===== config.mk =====
export PLATFORM = sky130hd
export DESIGN_NAME = station_cntrl
export DESIGN_NICKNAME = d
export VERILOG_FILES = /design/src/rtl/station_pkg.sv /design/src/rtl/buzz_gen.sv /design/src/rtl/station_cntrl.sv
export SDC_FILE = /design/constraint.sdc
export NUM_CORES = 1
export LEC_CHECK = 0
export ABC_AREA = 1
export CAP_MARGIN = 20
export CELL_PAD_IN_SITES_DETAIL_PLACEMENT = 0
export CELL_PAD_IN_SITES_GLOBAL_PLACEMENT = 1
export CORE_MARGIN = 2
export CORE_UTILIZATION = 38
export CTS_BUF_LIST = sky130_fd_sc_hd__clkbuf_8
export CTS_CLUSTER_SIZE = 25
export DETAILED_ROUTE_END_ITERATION = 12
export PLACE_DENSITY = 0.9
export RECOVER_POWER = 25
export SLEW_MARGIN = 20
export SYNTH_ARGS = -nofsm -noshare
export SYNTH_HDL_FRONTEND = slang
export SYNTH_SLANG_ARGS = --single-unit

===== constraint.sdc =====
create_clock -name clk -period 1.5 [get_ports clk]
set_input_delay 0.15 -clock clk [delete_from_list [all_inputs] [get_ports clk]]
set_output_delay 0.15 -clock clk [all_outputs]
set_load 0.01 [all_outputs]

===== src/rtl/station_pkg.sv =====
// Shared types and constants for the station controller.
// Opcodes, FSM encoding and the station-ID match helper live here.
package station_pkg;

    typedef enum logic {
        IDLE    = 1'b0,
        TRANSIT = 1'b1
    } state_t;

    localparam logic [1:0] OP_STOP = 2'b00;
    localparam logic [1:0] OP_GO   = 2'b01;

    // Upper ID bits every real station tag carries.
    localparam logic [1:0] STN_PREFIX = 2'b00;

    typedef struct packed {
        logic [1:0] op;
        logic [5:0] dst;
    } cmd_t;

    function automatic logic id_hit(
        input logic [7:0] id,
        input logic [5:0] dest
    );
        return (id[7:6] == STN_PREFIX) && (id[5:0] == dest);
    endfunction

endpackage


===== src/rtl/buzz_gen.sv =====
// Piezo divider: square wave of period 2*BUZZ_DIV clocks while enabled.
// Held silent (buzz=0) with the counter parked at its reload value otherwise.
module buzz_gen #(
    parameter int BUZZ_DIV = 12500
) (
    input  logic clk,
    input  logic rst_n,
    input  logic en,
    output logic buzz,
    output logic buzz_n
);

    localparam int CW = (BUZZ_DIV > 1) ? $clog2(BUZZ_DIV) : 1;
    localparam logic [CW-1:0] RELOAD = CW'(BUZZ_DIV - 1);

    logic [CW-1:0] cnt;

    // Down-count while enabled; toggle and reload on reaching zero.
    always_ff @(posedge clk or negedge rst_n) begin
        if (!rst_n) begin
            cnt  <= RELOAD;
            buzz <= 1'b0;
        end else if (!en) begin
            cnt  <= RELOAD;
            buzz <= 1'b0;
        end else if (cnt == '0) begin
            cnt  <= RELOAD;
            buzz <= ~buzz;
        end else begin
            cnt <= cnt - CW'(1);
        end
    end

    assign buzz_n = ~buzz;

endmodule


===== src/rtl/station_cntrl.sv =====
// Station controller: takes GO/STOP commands, tracks the destination,
// ends the trip on a matching barcode, and drives go and the buzzer.
module station_cntrl
    import station_pkg::*;
#(
    parameter int BUZZ_DIV = 12500
) (
    input  logic       clk,
    input  logic       rst_n,
    input  logic       cmd_rdy,
    input  logic [7:0] cmd,
    output logic       clr_cmd_rdy,
    input  logic       ID_vld,
    input  logic [7:0] ID,
    output logic       clr_ID_vld,
    input  logic       OK2Move,
    output logic       in_transit,
    output logic       go,
    output logic       buzz,
    output logic       buzz_n
);

    state_t     state;
    logic [5:0] dest_ID;
    cmd_t       cmd_f;
    logic       cmd_acc;
    logic       id_acc;
    logic       buzz_en;

    assign cmd_f = cmd_t'(cmd);

    // A flag still up during its own clear pulse is the same item, not a
    // new one. Commands win a tie; the ID waits a cycle so it is judged
    // against the freshly loaded destination.
    assign cmd_acc = cmd_rdy & ~clr_cmd_rdy;
    assign id_acc  = ID_vld & ~clr_ID_vld & ~cmd_acc;

    // Trip FSM, destination register and consume pulses.
    always_ff @(posedge clk or negedge rst_n) begin
        if (!rst_n) begin
            state       <= IDLE;
            dest_ID     <= '0;
            clr_cmd_rdy <= 1'b0;
            clr_ID_vld  <= 1'b0;
        end else begin
            clr_cmd_rdy <= cmd_acc;
            clr_ID_vld  <= id_acc;
            unique case (state)
                IDLE: begin
                    if (cmd_acc && cmd_f.op == OP_GO) begin
                        dest_ID <= cmd_f.dst;
                        state   <= TRANSIT;
                    end
                end
                TRANSIT: begin
                    if (cmd_acc) begin
                        if (cmd_f.op == OP_GO) begin
                            dest_ID <= cmd_f.dst;
                        end else if (cmd_f.op == OP_STOP) begin
                            state <= IDLE;
                        end
                    end else if (id_acc && id_hit(ID, dest_ID)) begin
                        state <= IDLE;
                    end
                end
            endcase
        end
    end

    assign in_transit = (state == TRANSIT);

    // Motion enable, one cycle behind trip state and obstacle sensor.
    always_ff @(posedge clk or negedge rst_n) begin
        if (!rst_n) begin
            go <= 1'b0;
        end else begin
            go <= in_transit & OK2Move;
        end
    end

    assign buzz_en = in_transit & ~OK2Move;

    buzz_gen #(
        .BUZZ_DIV(BUZZ_DIV)
    ) u_buzz (
        .clk   (clk),
        .rst_n (rst_n),
        .en    (buzz_en),
        .buzz  (buzz),
        .buzz_n(buzz_n)
    );

endmodule


==> summary.md <==
| Metric | Value |
|---|---|
| Grt total ovfl | 0 |
| RSZ-0062 raised after global routing | true |
| Gate count of the mapped netlist | 186 |
| Row cnt | 21 |
| Routed length per placed instance | 9.50 um |
| Top-Level Pins | 27 |
| Internal | 1.06 mW |
| # port buffers | 26 |
| Vias in the first global route | 1,203 |
| GPL Wtd Cong | 0.729 |
| Final setup slack of the worst path | 0.0812 ns |
| Fin Hold WS | 0.412 ns |
| Register area | 634 um^2 |
| Synth Net Count | 208 |
| Skew-Pair Late Insertion Delay | 0.26 ns |
| Most frequent cells in the layout | nand2_1, inv_1, nor2_1 |
| Worst stage delay on the critical path | 0.53 ns |
| Worst Path Max Fanout | 3 |
| CP arrival | 1.27 ns |
| Diodes inserted | 0 |
| Fmax | 705 MHz |
| PD cells | 833 nW/um^2 |
| Register area share after synthesis | 0.465 |
| Logic gate share of total power | 0.203 |
| Syn Area/Cell | 7.33 um^2 |
| CTS sink count | 25 |
| Minimum clock period | 1.42 ns |
| Commonest non-fill, non-tap cell in the layout | nand2_1 |
| Setup Skew | 0.00492 ns |
| Final HPWL DP | 2000 um |
| Synth-to-Final Area Change | 28.6% |
| 1st-iter DRT viols | 48 |
| Pleak | 0.852 nW |
| Yosys cell types | 21 |
| Overall routing resource usage | 0.153 |
| Inserted Clock Buffers | 3 |
| Worst Hold Class | in -> reg |
| Final WL | 2500 um |
| Multi-input gate area | 617 um^2 |
| Net switching power | 0.400 mW |
| DRT Pass-1 Iters | 4 |
| H-tree levels | 1 |
| YS warnings | 0 |
| Initial Util | 0.402 |
| Die area | 4080 um^2 |
| Clock power frac | 0.271 |
| Max_slew headroom | 0.585 |
| Max-cap violations | 0 |
| Worst Tran Pin Value | 0.623 ns |
| Pin count of the biggest net entering global routing | 26 |
| Die height | 63.9 um |
| CP max stage cell | clkdlybuf4s50_1 |
| Via density | 4.43 |
| Critical Path RT | 1.35 ns |
| Cts hold-fix bufs | 0 |
| Global-route wire length before repair | 5000 um |
| CTS max path bufs | 2 |
| FF+latch count, synth | 25 |
| Final nets | 240 |
| Vias | 1,164 |
| Hold Startpoint | cmd[2] |
| Startpoint Class | flop |
| Hold Violations, Final | 0 |
| Worst Path Buf+Inv | 2 |
| Fillers | 339 |
| CP endpoint kind | output pin |
| Die width | 63.9 um |
| Switching Fraction | 0.274 |
| R2R Setup Slk | 0.09 ns |
| # DRC | 0 |
| CP Class | reg -> out |
| Hold depth | 3 |
| Period utilization | 0.946 |
| Flop pwr share | 0.526 |
| Worst R2R Start | u_buzz.cnt[0]$_DFF_PN1_ |
| Place WS | 0.0172 ns |
| Finish-stage setup viols | 0 |
| CTS Root Cell | clkbuf_8 |
| DRT antenna net count | 0 |
| Share of cells above drive strength 1 | 0.152 |
| Synthesized area | 1360 um^2 |
| Status | complete, no violations |
| Worst-case vdd ir drop | 0.000303 V |
| Core Box Area | 3390 um^2 |
| Largest delay contributor family on the critical path | buffers and inverters |
| Slew Limit Fails | 0 |
| Clk slew on worst S/H paths | 0.09 ns |
| Initial antenna violation count | 0 |
| Depth of the worst register-to-register path | 8 |
| R2r endpoint | u_buzz.cnt[13]$_DFF_PN1_ |
| Hold Path End | dest_ID[2]$_DFFE_PN0P_ |
| Crit-path cells | inv_1 > clkdlybuf4s50_1 |
| CTS tree | done |
## per-layer routing
| metal | vias up | track usage | wire length [um] |
|---|---|---|---|
| met5 | - | 0 | 0 |
| met4 | 0 | 0.0489 | 15 |
| met3 | 2 | 0.0211 | 85 |
| met2 | 21 | 0.264 | 1280 |
| met1 | 524 | 0.197 | 1120 |
| li1 | 617 | - | - |
## cell families after synthesis
| family | share of synthesized area |
|---|---|
| and+or+nand+nor | 0.370 |
| buffers and inverters | 0.0945 |
| adders and majority gates | 0.00917 |
| xor gates and xnor gates | 0.0321 |
| DFF | 0.465 |
| AOI/OAI and AO/OA | 0.0294 |
## repair_timing
action,in CTS,in global routing
resized for setup,0,4
setup endpoints to repair,0,12
buffers inserted,0,0
## power groups by stage
stage	clock [mW]	sequential (mW)	combinational, mW
4_1_cts	0.416	0.767	0.295
3_5_place_dp	0	0.780	0.294
2_1_floorplan	0	0.784	0.149
3_3_place_gp	0	0.778	0.289
6_report	0.396	0.768	0.297
5_1_grt	0.454	0.778	0.349
## sequential cells by signal, indices dropped and copies added (netlist names)
signal       flops
clr_cmd_rdy      1
u_buzz.buzz      1
in_transit       1
u_buzz.cnt      14
clr_ID_vld       1
go               1
dest_ID          6
## stage by stage
step	area [um^2]	power [mW]	cells	TNS (ns)	util
detailed placement	1690	1.07	259	0	0.499
finish	1750	1.46	263	0	0.518
global placement	1690	1.07	259	0	0.499
CTS	1740	1.48	263	0	0.513
floorplan	1360	0.933	186	0	-
global route	1750	1.58	263	-0.00418	0.518
## layout make-up
class | count | share of cell area
inverters | 33 | 0.0720
flip-flops and latches | 25 | 0.362
clock inverters | 1 | 0.00285
multi-input cells | 127 | 0.352
repair buffers | 28 | 0.155
well taps | 46 | 0.0328
clock buffers | 3 | 0.0235
## how the worst max path moves through the flow
stage                             from                        to  slack (ns)  cells after the start
2_1_floorplan  u_buzz.cnt[0]$_DFF_PN1_  u_buzz.cnt[13]$_DFF_PN1_        0.14                      8
3_3_place_gp   u_buzz.cnt[0]$_DFF_PN1_  u_buzz.cnt[13]$_DFF_PN1_        0.06                      8
3_5_place_dp   u_buzz.cnt[0]$_DFF_PN1_  u_buzz.cnt[13]$_DFF_PN1_        0.02                      8
4_1_cts        u_buzz.cnt[0]$_DFF_PN1_  u_buzz.cnt[13]$_DFF_PN1_       0.002                      8
5_1_grt        u_buzz.cnt[0]$_DFF_PN1_   u_buzz.cnt[3]$_DFF_PN0_      -0.004                      7
6_report       u_buzz.buzz$_DFFE_PN0P_                    buzz_n        0.08                      2
## Yosys cell counts (all sizes together)
cell	n	area [um^2]
buf	1	5.00
dfstp	7	184
dfrtp	18	450
a21oi	7	35.0
or2	2	12.5
nand4	2	12.5
o21ai	1	5.00
inv	33	124
nand2	57	229
nand3	14	75.1
nor2	38	175
xnor2	2	17.5
ha	1	12.5
xor2	3	26.3
## worst reg2reg max path: stages, from the launching register on
cell and delay, ns:
dfstp_2 0.56, inv_1 0.10, ha_4 0.19, nand2_2 0.11
nor2_4 0.05, nand2_2 0.09, nand2_4 0.10, inv_4 0.09
nand3_2 0.05
No activity file was read; power rests on OpenSTA's default activity.
